### config.mk
export PLATFORM = sky130hd
export DESIGN_NAME = pipe_stage_reg
export DESIGN_NICKNAME = d
export VERILOG_FILES = /design/src/rtl/pipe_stage_reg.sv
export SDC_FILE = /design/constraint.sdc
export NUM_CORES = 1
export LEC_CHECK = 0
export CORE_MARGIN = 2
export CORE_UTILIZATION = 35
export CTS_CLUSTER_SIZE = 25
export DETAILED_ROUTE_END_ITERATION = 6
export PLACE_DENSITY_LB_ADDON = 0.05
export SLEW_MARGIN = 20
export SYNTH_ARGS = -nofsm -noshare
export SYNTH_HDL_FRONTEND = slang
export SYNTH_SLANG_ARGS = --single-unit
### constraint.sdc
create_clock -name clk -period 1.8 [get_ports clk]
set_input_delay 0.36 -clock clk [delete_from_list [all_inputs] [get_ports clk]]
set_output_delay 0.36 -clock clk [all_outputs]
set_load 0.005 [all_outputs]
### src/rtl/pipe_stage_reg.sv
// pipe_stage_reg: parametrised pipeline stage register with valid/ready handshake,
// stall (back-pressure), flush, NOP control insertion and a saturating stall counter.
// Optional feature: define PIPE_STAGE_SKID_EN to add a second (skid) entry, which
// makes in_ready_o a pure register and breaks the out_ready_i -> in_ready_o path.
module pipe_stage_reg #(
  parameter int unsigned       DATA_W   = 143,
  parameter int unsigned       CTRL_W   = 14,
  parameter logic [CTRL_W-1:0] NOP_CTRL = '0,
  parameter int unsigned       CNT_W    = 16
) (
  input  logic              clk,
  input  logic              rst_n,
  input  logic              flush_i,
  input  logic              in_valid_i,
  output logic              in_ready_o,
  input  logic [DATA_W-1:0] in_data_i,
  input  logic [CTRL_W-1:0] in_ctrl_i,
  output logic              out_valid_o,
  input  logic              out_ready_i,
  output logic [DATA_W-1:0] out_data_o,
  output logic [CTRL_W-1:0] out_ctrl_o,
  output logic [1:0]        occupancy_o,
  output logic [CNT_W-1:0]  stall_cnt_o
);

  localparam logic [CNT_W-1:0] CNT_ONE = {{(CNT_W-1){1'b0}}, 1'b1};

  logic              in_xfer;
  logic              out_xfer;

  logic              main_valid_q, main_valid_d;
  logic [DATA_W-1:0] main_data_q,  main_data_d;
  logic [CTRL_W-1:0] main_ctrl_q,  main_ctrl_d;
  logic [CNT_W-1:0]  stall_cnt_q,  stall_cnt_d;
  logic [1:0]        occupancy_q,  occupancy_d;

`ifdef PIPE_STAGE_SKID_EN
  logic              skid_valid_q, skid_valid_d;
  logic [DATA_W-1:0] skid_data_q,  skid_data_d;
  logic [CTRL_W-1:0] skid_ctrl_q,  skid_ctrl_d;
  logic              in_ready_q,   in_ready_d;

  assign in_ready_o = in_ready_q;
`else
  assign in_ready_o = ~main_valid_q | out_ready_i;
`endif

  assign in_xfer     = in_valid_i & in_ready_o;
  assign out_xfer    = main_valid_q & out_ready_i;

  assign out_valid_o = main_valid_q;
  assign out_data_o  = main_data_q;
  assign out_ctrl_o  = main_ctrl_q;
  assign occupancy_o = occupancy_q;
  assign stall_cnt_o = stall_cnt_q;

`ifdef PIPE_STAGE_SKID_EN
  // Entry update: main refills from skid first (age order), then from the input; a beat that
  // arrives while main is full and stalled parks in skid; flush empties both entries.
  always_comb begin
    main_valid_d = main_valid_q;
    main_data_d  = main_data_q;
    main_ctrl_d  = main_ctrl_q;
    skid_valid_d = skid_valid_q;
    skid_data_d  = skid_data_q;
    skid_ctrl_d  = skid_ctrl_q;
    if (!main_valid_q || out_xfer) begin
      if (skid_valid_q) begin
        main_valid_d = 1'b1;
        main_data_d  = skid_data_q;
        main_ctrl_d  = skid_ctrl_q;
        if (in_xfer) begin
          skid_valid_d = 1'b1;
          skid_data_d  = in_data_i;
          skid_ctrl_d  = in_ctrl_i;
        end else begin
          skid_valid_d = 1'b0;
          skid_ctrl_d  = NOP_CTRL;
        end
      end else if (in_xfer) begin
        main_valid_d = 1'b1;
        main_data_d  = in_data_i;
        main_ctrl_d  = in_ctrl_i;
      end else begin
        main_valid_d = 1'b0;
        main_ctrl_d  = NOP_CTRL;
      end
    end else if (in_xfer) begin
      skid_valid_d = 1'b1;
      skid_data_d  = in_data_i;
      skid_ctrl_d  = in_ctrl_i;
    end
    if (flush_i) begin
      main_valid_d = 1'b0;
      main_ctrl_d  = NOP_CTRL;
      skid_valid_d = 1'b0;
      skid_ctrl_d  = NOP_CTRL;
    end
    in_ready_d = ~skid_valid_d;
  end
`else
  // Entry update: accept replaces main (also covers simultaneous in/out), a drain with no
  // refill turns the stage into a bubble, and flush discards everything including this cycle's beat.
  always_comb begin
    main_valid_d = main_valid_q;
    main_data_d  = main_data_q;
    main_ctrl_d  = main_ctrl_q;
    if (in_xfer) begin
      main_valid_d = 1'b1;
      main_data_d  = in_data_i;
      main_ctrl_d  = in_ctrl_i;
    end else if (out_xfer) begin
      main_valid_d = 1'b0;
      main_ctrl_d  = NOP_CTRL;
    end
    if (flush_i) begin
      main_valid_d = 1'b0;
      main_ctrl_d  = NOP_CTRL;
    end
  end
`endif

  // Stall counter saturates at all-ones and only reset clears it; occupancy mirrors next entry state.
  always_comb begin
    stall_cnt_d = stall_cnt_q;
    if (main_valid_q && !out_ready_i && (stall_cnt_q != '1)) begin
      stall_cnt_d = stall_cnt_q + CNT_ONE;
    end
`ifdef PIPE_STAGE_SKID_EN
    occupancy_d = {1'b0, main_valid_d} + {1'b0, skid_valid_d};
`else
    occupancy_d = {1'b0, main_valid_d};
`endif
  end

  // State registers with synchronous active-low reset that discards every held beat.
  always_ff @(posedge clk) begin
    if (!rst_n) begin
      main_valid_q <= 1'b0;
      main_data_q  <= '0;
      main_ctrl_q  <= NOP_CTRL;
      stall_cnt_q  <= '0;
      occupancy_q  <= 2'd0;
`ifdef PIPE_STAGE_SKID_EN
      skid_valid_q <= 1'b0;
      skid_data_q  <= '0;
      skid_ctrl_q  <= NOP_CTRL;
      in_ready_q   <= 1'b1;
`endif
    end else begin
      main_valid_q <= main_valid_d;
      main_data_q  <= main_data_d;
      main_ctrl_q  <= main_ctrl_d;
      stall_cnt_q  <= stall_cnt_d;
      occupancy_q  <= occupancy_d;
`ifdef PIPE_STAGE_SKID_EN
      skid_valid_q <= skid_valid_d;
      skid_data_q  <= skid_data_d;
      skid_ctrl_q  <= skid_ctrl_d;
      in_ready_q   <= in_ready_d;
`endif
    end
  end

endmodule

# ---- After elaboration in Yosys (flattened, before gate mapping)
# Index checks and enable logic that the tools add are counted.
dict set report totals {
  reg_bits 175
  elab_cells 22
}
dict set report op_classes {
  add_sub_neg 1
  eq_ne 1
  n_mux 5
  n_bitwise 5
  n_reduce_logical 5
}
# operator n
set op_table {}
lappend op_table {{two-way mux 14 bit} 2}
lappend op_table {{adder 16 x 1 -> 16 bit (second input constant)} 1}
lappend op_table {{!= test 16 bit (second input constant)} 1}
lappend op_table {{two-way mux 1 bit} 3}
lappend op_table {{AND 1 bit} 2}
lappend op_table {{logical AND 1 bit} 2}
lappend op_table {{NOT 1 bit} 2}
lappend op_table {{nonzero test 2 bit} 1}
lappend op_table {{OR reduction 2 bit} 1}
lappend op_table {{logical NOT 1 bit} 1}
lappend op_table {{OR 1 bit} 1}

# ---- Depth between registers and ports, before layout
# Gate-level depths: netlist (run 1).
dict set report logic_depth {
  ltp_word 5
  ltp_mapped 8
  ltp_nobuf 5
}

# ---- Least setup slack after synthesis (run 1)
# OpenSTA, ideal clock, no wires.
dict set report synth_timing {
  path_kind {reg-to-reg}
  start {register occupancy_o[0] (netlist name)}
  end {register stall_cnt_q[15] (netlist: stall_cnt_o[15])}
  arrival_ps 1849
  required_ps 1730
  path_slack_ps -119
  path_stages_with_launch 7
  n_path_buf 1
  path_cell_list {dfxtp_1 -> nor2b_4 -> inv_2 -> or4_1 -> buf_2 -> or4_1 -> a21oi_1}
}
# element line_no
set synth_rtl {}
lappend synth_rtl {{end signal: assignment} 154} ;# stall_cnt_q <= stall_cnt_d;
lappend synth_rtl {{end: declaration} 34} ;# logic [CNT_W-1:0] stall_cnt_q, stall_cnt_d;

# ---- Final worst setup path (run 1)
dict set report layout_timing {
  start {register stall_cnt_q[2] (netlist: stall_cnt_o[2])}
  end {output stall_cnt_o[2]}
}
# element line_no
set layout_rtl {}
lappend layout_rtl {{end: declaration} 23} ;# output logic [CNT_W-1:0] stall_cnt_o
# No word-level cell between the ends.

==> impl_metrics.py, run 1 <==
metrics = {
    "outcome": {
        "outcome": "complete, no violations",
    },
    "final_layout": {
        "most-common-layout-cells": "332 x clkdlybuf4s50_1, 295 x nand2_1, 168 x dfxtp_1, 152 x a21oi_1, 29 x buf_4",
        "final_util_pct": 62.18,
        "stdcell_count": 1354,
        "multiInputGateArea_um2": 2490,
        "antennaDiodeCount": 0,
        "seq_area_um2": 3491,
        "fill_cells": 1590,
        "nets": 1283,
        "area_growth_pct": 73.76,
        "final_common_cell": "clkdlybuf4s50_1",
        "drive_gt1_share_pct": 7.795,
    },
    "floorplan": {
        "die_h_um": 137.0,
        "pin_count": 339,
        "coreArea_um2": 17300,
        "dieWidth_um": 137.0,
        "rows": 48,
        "die_area_um2": 18760,
        "initial_core_util_pct": 35.79,
    },
    "power_and_ir_drop": {
        "p_per_area_nw_per_um2": 834.9,
        "peakVddDrop_v": 0.0006482,
        "leakagePower_nw": 4.064,
    },
    "yosys": {
        "mappedNetlistNets": 939,
        "avgSynthCellArea_um2": 7.976,
        "seq_area_frac_synth_pct": 56.28,
        "ys_dominant_reg_cell": "dfxtp_1",
        "async_flop_share_pct": 0,
        "ys_types": 33,
        "postSynthCellCount": 776,
        "synth_edf_count": 0,
        "ys_ff_latch": 174,
        "ys_warn_count": 0,
        "netlist_area_um2": 6190,
    },
    "clocking": {
        "cts.sinks": 174,
        "clk_path_buf_depth": 2,
        "cts_root_buffer": "clkbuf_16",
        "clk_pin_slew_ps": 60,
        "postCtsHoldBufs": 0,
        "clock_latency_ps": 420,
        "tritoncts": "built",
        "htreeDepth": 4,
        "cts_made_buffers": 17,
    },
    "routing": {
        "routed_wl_um": 20520,
        "avgRoutedWirePerCell_um": 15.15,
        "drt_drc_violations_left": 0,
        "drt_iter0_markers": 310,
        "vias": 6360,
        "firstDrtPassIters": 4,
        "avgViaCountPerCell": 4.697,
        "ant_nets": 0,
    },
    "setup_path": {
        "worst-setup-path-type": "register to output pin",
        "slowest_delay_ps": 510,
        "cp_slowest_cell": "clkdlybuf4s50_1",
        "cp-start-kind": "register",
        "arrival_ps": 1400,
        "worstPathRequired_ps": 1440,
        "cp_max_fo": 4,
        "endpoint_kind": "output pin",
        "crit_chain": "buf_4 > clkdlybuf4s50_1",
    },
    "sta": {
        "fin_skew_ps": 7.347,
        "hold_viol_final": 0,
        "holdWs_ps": 451.8,
        "fmax_ghz": 0.5678,
        "min_period_ps": 1761,
        "maxSlewViolCount": 0,
        "post-route-period-util_pct": 97.84,
        "setup_viol": 0,
        "rsz0062_at_grt": "yes",
    },
    "global_route": {
        "grt-ovfl-total": 0,
        "track_usage_pct": 20.91,
        "grt_max_degree": 52,
        "grt_pass1_wl_um": 30640,
        "grt_pass1_vias": 5915,
        "antenna_found_initial": 0,
    },
    "place": {
        "dp_cells": 1323,
        "gp_congestion": 0.7876,
        "io_buffers": 337,
        "dp_hpwl_um": 14800,
    },
    "run": {
        "drv_cap": 0,
    },
    "worst_hold_path": {
        "hold_class": "register to register",
    },
}
power breakdown:
group / switching [mW] / internal, mW
Clock: 1.43 / 2.04
Sequential: 0.0898 / 4.05
Combinational: 0.519 / 0.847
metal layers:
layer	global-route usage [%]	up-vias	routed length (um)
met3	9.556	34	2283
met2	34.41	241	9635
li1	-	3242	-
met5	0	-	0
met4	8.419	0	509
met1	23.48	2843	8089
sequential cells by signal, summed over array words and instances, names as in the netlist:
| name | flops |
|---|---|
| out_data_o | 143 |
| stall_cnt_o | 16 |
| out_ctrl_o | 14 |
| occupancy_o | 1 |
per-stage QoR:
stage	worst slack [ps]	setup TNS, ps	area [um2]	power (mW)
2_1_floorplan	10.22	0	6201	4.630
3_3_place_gp	-377.9	-19020	10170	5.591
3_5_place_dp	-447.9	-23270	10170	5.600
4_1_cts	1.971	0	10710	9.102
5_1_grt	-10.27	-16.85	10760	9.361
6_report	38.89	0	10760	8.980
cells by family (layout without fill, tap and decap cells):
| logic type | after synthesis | after routing | synth area share, % |
|---|---|---|---|
| AOI/OAI and AO/OA | 184 | 184 | 15.95 |
| adders and majority gates | 1 | 1 | 0.2021 |
| buffers and inverters | 62 | 415 | 3.901 |
| DFF | 174 | 174 | 56.28 |
| muxes | 3 | 3 | 0.4852 |
| other | 1 | 1 | 0.06058 |
| and+or+nand+nor | 351 | 351 | 23.13 |
synthesized netlist by cell type (2+ instances only):
library cell	n	area [um2]
a21oi_1	154	770.7
a22oi_1	14	105.1
and2_1	3	18.77
buf_1	4	15.01
buf_4	2	15.01
clkbuf_1	51	191.4
dfxtp_1	174	3483
inv_1	2	7.510
inv_2	2	7.510
mux2i_1	3	30.03
nand2_1	296	1111
nand3_1	6	30.03
nand4_1	5	31.28
nor2_1	17	63.81
nor4_1	3	18.77
o21ai_0	2	10.01
o21ai_1	3	15.01
o31ai_1	7	52.55
or3_1	6	37.54
or4_1	9	67.56
layout make-up:
cell class              instances  share of cell area, %
clock buffers                  21                  4.188
flip-flops and latches        174                  32.46
clock inverters                 7                 0.8609
inverters                       4                 0.1629
multi-input cells             540                  23.15
repair buffers                383                  36.56
well taps                     225                  2.618
worst max-delay path: cells and delay by family, from the launching register on:
family | cells | cell delay [ps]
buffers and inverters | 2 | 640
DFF | 1 | 360
path summary, 6_finish.rpt:
check | start | endpoint | slack [ps] | cells after the start
worst max-delay path | stall_cnt_o[2]$_SDFFE_PN0P_ | stall_cnt_o[2] | 40 | 2
worst min-delay path | out_data_o[98]$_SDFFE_PN0P_ | out_data_o[98]$_SDFFE_PN0P_ | 450 | 2
worst max register to register | stall_cnt_o[0]$_SDFFE_PN0P_ | stall_cnt_o[11]$_SDFFE_PN0P_ | 70 | 7
worst min register to register | out_data_o[98]$_SDFFE_PN0P_ | out_data_o[98]$_SDFFE_PN0P_ | 450 | 2
timing repair:
| item | CTS | global route |
|---|---|---|
| gates resized for setup | 5 | 8 |
| buffers inserted | 0 | 3 |
| endpoints found under the setup margin | 5 | 10 |
| pin swaps | 0 | 2 |
| endpoints found under the hold margin | 0 | 0 |
| gates cloned | 0 | 0 |
No activity file was read; power rests on OpenSTA's default activity.
==> run 2, diff against run 1 <==
ABC_CLOCK_PERIOD_IN_PS = 1800   (was unset)
CORE_UTILIZATION = 31   (was 35)
==> impl_metrics.py, run 2 (synthesis gave the netlist of run 1 again) <==
metrics = {
    "run": {
        "drv_cap": 0,
    },
    "place": {
        "placed_cell_area_um2": 10090,
        "dp_hpwl_um": 14750,
        "io_buffers": 337,
        "gp_congestion": 0.7773,
        "dp_cells": 1359,
    },
    "worst_hold_path": {
        "hold_class": "register to register",
    },
    "final_layout": {
        "nets": 1277,
        "area_growth_pct": 73.64,
        "final_common_cell": "clkdlybuf4s50_1",
        "antennaDiodeCount": 0,
        "fill_cells": 1932,
        "stdcell_count": 1392,
        "most-common-layout-cells": "333 x clkdlybuf4s50_1, 295 x nand2_1, 164 x dfxtp_1, 154 x a21oi_1, 31 x buf_4",
        "fin_area_um2": 10750,
        "seq_area_um2": 3496,
        "drive_gt1_share_pct": 7.986,
        "multiInputGateArea_um2": 2481,
        "largest_reg_flops": 143,
    },
    "setup_path": {
        "cp-start-kind": "register",
        "cp_max_fo": 3,
        "arrival_ps": 1400,
        "crit_chain": "buf_4 > clkdlybuf4s50_1",
        "endpoint_kind": "output pin",
        "cp_slowest_cell": "clkdlybuf4s50_1",
        "worstPathRequired_ps": 1440,
        "slowest_delay_ps": 510,
        "worst-setup-path-type": "register to output pin",
    },
    "routing": {
        "drt_iter0_markers": 258,
        "vias": 6336,
        "ant_nets": 0,
        "firstDrtPassIters": 6,
        "avgRoutedWirePerCell_um": 14.92,
        "routed_wl_um": 20780,
        "avgViaCountPerCell": 4.552,
        "drt_drc_violations_left": 0,
    },
    "sta": {
        "fmax_ghz": 0.5682,
        "rsz0062_at_grt": "yes",
        "maxSlewViolCount": 0,
        "min_period_ps": 1760,
        "fin_skew_ps": 10.79,
        "hold_viol_final": 0,
        "post-route-period-util_pct": 97.78,
        "setup_viol": 0,
    },
    "floorplan": {
        "pin_count": 339,
        "die_area_um2": 21110,
        "initial_core_util_pct": 31.70,
        "rows": 51,
        "dieWidth_um": 145.3,
        "coreArea_um2": 19530,
        "die_h_um": 145.3,
    },
    "global_route": {
        "grt_pass1_vias": 5844,
        "grt_max_degree": 49,
        "grt_pass1_wl_um": 32520,
        "grt-ovfl-total": 0,
        "antenna_found_initial": 0,
        "track_usage_pct": 19.21,
    },
    "clocking": {
        "tritoncts": "built",
        "clock_latency_ps": 430,
        "htreeDepth": 4,
        "cts_made_buffers": 17,
        "clk_path_buf_depth": 2,
        "cts.sinks": 174,
        "clk_pin_slew_ps": 70,
        "postCtsHoldBufs": 0,
        "cts_root_buffer": "clkbuf_16",
    },
    "power_and_ir_drop": {
        "leakagePower_nw": 4.038,
        "peakVddDrop_v": 0.0006601,
        "p_per_area_nw_per_um2": 879.0,
    },
    "outcome": {
        "outcome": "complete, no violations",
    },
}
[run 2: worst max-delay path, delay by kind of cell, from the launching register on]
kind	cells	cell delay [ps]
flip-flops	1	350
buffers and inverters	2	630
[run 2: repair_timing]
action / 4_1_cts / 5_1_grt
endpoints found under the setup margin: 4 / 8
hold endpoints to repair: 0 / 0
gates resized for setup: 5 / 9
buffers inserted: 0 / 1
pin swaps: 0 / 2
[run 2: area by class of cell]
class                           instances  area share, %
Multi-Input combinational cell        540          23.09
Sequential cell                       174          32.53
Timing Repair Buffer                  377          35.25
Inverter                                4         0.1630
Clock buffer                           18          3.993
Clock inverter                         14          1.898
Tap cell                              265          3.085
[run 2: through the flow]
stage          hold slack [ps]  power [mW]  worst slack, ps  util (%)  TNS, ps
2_1_floorplan            452.7       4.630            10.22         -        0
3_5_place_dp             444.9       5.565           -400.8     51.68   -20760
4_1_cts                  454.0       9.583           0.4456     54.93        0
6_report                 451.8       9.448            40.03     55.04        0
3_3_place_gp             440.6       5.562           -387.9     51.68   -17930
5_1_grt                  461.8       9.866           -13.38     55.04   -13.38
[run 2: path summary, 6_finish.rpt]
check | startpoint | slack (ps) | cells after the start | endpoint
min reg2reg | out_data_o[136]$_SDFFE_PN0P_ | 450 | 2 | out_data_o[136]$_SDFFE_PN0P_
max reg2reg | stall_cnt_o[0]$_SDFFE_PN0P_ | 70 | 5 | stall_cnt_o[14]$_SDFFE_PN0P_
min | out_data_o[136]$_SDFFE_PN0P_ | 450 | 2 | out_data_o[136]$_SDFFE_PN0P_
max | stall_cnt_o[5]$_SDFFE_PN0P_ | 40 | 2 | stall_cnt_o[5]
[run 2: where the power goes]
part | internal (mW) | switching, mW
clock | 2.36 | 1.63
combinational | 0.814 | 0.511
sequential | 4.05 | 0.0918
total | 7.22 | 2.23
[run 2: layer usage]
layer | GRT usage, % | share of wire (%)
met1 | 22.84 | 42
met4 | 6.373 | 1.9
met2 | 32.30 | 48
met3 | 6.918 | 8.2
met5 | 0 | 0
==> run 3, diff against run 2 <==
CELL_PAD_IN_SITES_DETAIL_PLACEMENT = 1   (was unset)
CELL_PAD_IN_SITES_GLOBAL_PLACEMENT = 1   (was unset)
CORE_UTILIZATION = 24   (was 31)
==> impl_metrics.py, run 3 (synthesis gave the netlist of run 1 again) <==
metrics = {
    "outcome": {
        "outcome": "complete, no violations",
    },
    "place": {
        "dp_cells": 1432,
        "pre_cts_ws_ps": -421.2,
        "io_buffers": 337,
        "placed_cell_area_um2": 10330,
        "gp_congestion": 0.7225,
        "dp_hpwl_um": 17720,
    },
    "routing": {
        "avgRoutedWirePerCell_um": 16.48,
        "firstDrtPassIters": 4,
        "routed_wl_um": 24250,
        "drt_iter0_markers": 222,
        "drt_drc_violations_left": 0,
        "ant_nets": 0,
        "vias": 6548,
        "avgViaCountPerCell": 4.448,
    },
    "setup_path": {
        "crit_chain": "buf_4 > clkdlybuf4s50_1",
        "cp_slowest_cell": "clkdlybuf4s50_1",
        "worstPathRequired_ps": 1440,
        "endpoint_kind": "output pin",
        "worst-setup-path-type": "register to output pin",
        "crit_family": "buffers and inverters",
        "cp-start-kind": "register",
        "critPathBufInv": 2,
        "cp_max_fo": 4,
        "arrival_ps": 1390,
        "slowest_delay_ps": 490,
    },
    "final_layout": {
        "stdcell_count": 1472,
        "largest_reg_flops": 143,
        "drive_gt1_share_pct": 9.649,
        "final_common_cell": "clkdlybuf4s50_1",
        "fill_cells": 2949,
        "fin_area_um2": 11060,
        "final_util_pct": 43.81,
        "nets": 1290,
        "most-common-layout-cells": "332 x clkdlybuf4s50_1, 295 x nand2_1, 163 x dfxtp_1, 152 x a21oi_1, 37 x buf_4",
        "area_growth_pct": 78.76,
    },
    "clocking": {
        "clock_latency_ps": 430,
        "clk_path_buf_depth": 2,
        "htreeDepth": 4,
        "cts_root_buffer": "clkbuf_16",
        "cts.sinks": 174,
        "tritoncts": "built",
        "postCtsHoldBufs": 0,
        "cts_made_buffers": 17,
        "clk_pin_slew_ps": 70,
    },
    "run": {
        "drv_cap": 0,
    },
    "floorplan": {
        "pin_count": 339,
        "die_area_um2": 27090,
        "rows": 58,
        "dieWidth_um": 164.6,
        "coreArea_um2": 25250,
        "initial_core_util_pct": 24.51,
        "die_h_um": 164.6,
    },
    "global_route": {
        "track_usage_pct": 17.34,
        "antenna_found_initial": 0,
        "grt_pass1_wl_um": 36370,
        "grt-ovfl-total": 0,
        "grt_max_degree": 44,
        "grt_pass1_vias": 6620,
    },
    "sta": {
        "fin_setup_tns_ps": 0,
        "fmax_ghz": 0.5699,
        "min_period_ps": 1755,
        "setup_viol": 0,
        "fin_ws_ps": 45.38,
        "fin_skew_ps": 7.652,
        "post-route-period-util_pct": 97.48,
        "hold_viol_final": 0,
        "maxSlewViolCount": 0,
    },
    "worst_hold_path": {
        "hold_class": "register to register",
    },
    "power_and_ir_drop": {
        "p_per_area_nw_per_um2": 869.3,
        "leakagePower_nw": 4.158,
        "peakVddDrop_v": 0.0005806,
    },
}
==> run 3: cell types whose count changed in the layout (fill, tap and decap cells not counted), sizes merged <==
cell / previous run / this run
buf: 40 / 54
diode: 0 / 2
clkbuf: 18 / 19
clkdlybuf4s50: 333 / 332
clkinv: 2 / 3
clkinvlp: 2 / 1
inv: 10 / 9
==> run 3: power by group <==
group          switching [mW]  internal (mW)
combinational           0.542          0.846
clock                    1.69           2.40
sequential             0.0919           4.04
total                    2.33           7.29
==> run 3: layout make-up <==
cell class,count,area (um2),area share (%)
inverter,4,17.52,0.1583
antenna,2,5.005,0.04523
multi-input combinational,540,2502,22.62
clock buffer,19,442.9,4.003
clock inverter,13,200.2,1.809
sequential,174,3500,31.63
tap,330,412.9,3.732
timing repair buffer,390,3984,36.01
==> run 3: per-layer routing <==
metal | vias to the layer above | wire length (um) | share of wire [%] | global-route usage (%)
li1 | 3261 | - | - | -
met1 | 3058 | 9765 | 40 | 19.90
met2 | 211 | 11820 | 49 | 29.35
met3 | 18 | 2364 | 9.7 | 7.433
met4 | 0 | 300 | 1.2 | 5.059
met5 | - | 0 | 0 | 0
==> run 3: stage by stage <==
step	power, mW	hold WS (ps)
after floorplan	4.630	452.7
after global placement	5.626	441.3
after detailed placement	5.640	447.4
after CTS	9.786	455.6
after global routing	10.06	470.8
final	9.618	452.5
==> run 3: worst paths after layout <==
kind	from	end	slack [ps]	cells past startpoint
max	stall_cnt_o[12]$_SDFFE_PN0P_	stall_cnt_o[12]	50	2
min	out_data_o[98]$_SDFFE_PN0P_	out_data_o[98]$_SDFFE_PN0P_	450	2
max reg2reg	occupancy_o[0]$_SDFFE_PP0P_	stall_cnt_o[11]$_SDFFE_PN0P_	60	6
min reg2reg	out_data_o[98]$_SDFFE_PN0P_	out_data_o[98]$_SDFFE_PN0P_	450	2
==> run 3: tightest hold or removal path, stage by stage, from the launching register on <==
cell     delay, ps
dfxtp_1        310
nand2_1         50
a21oi_1         50
==> run 3: timing repair <==
action,in CTS,in global routing
setup endpoints to repair,9,14
gates cloned,0,0
gates resized for setup,11,13
pin swaps,0,2
setup buffers,2,4
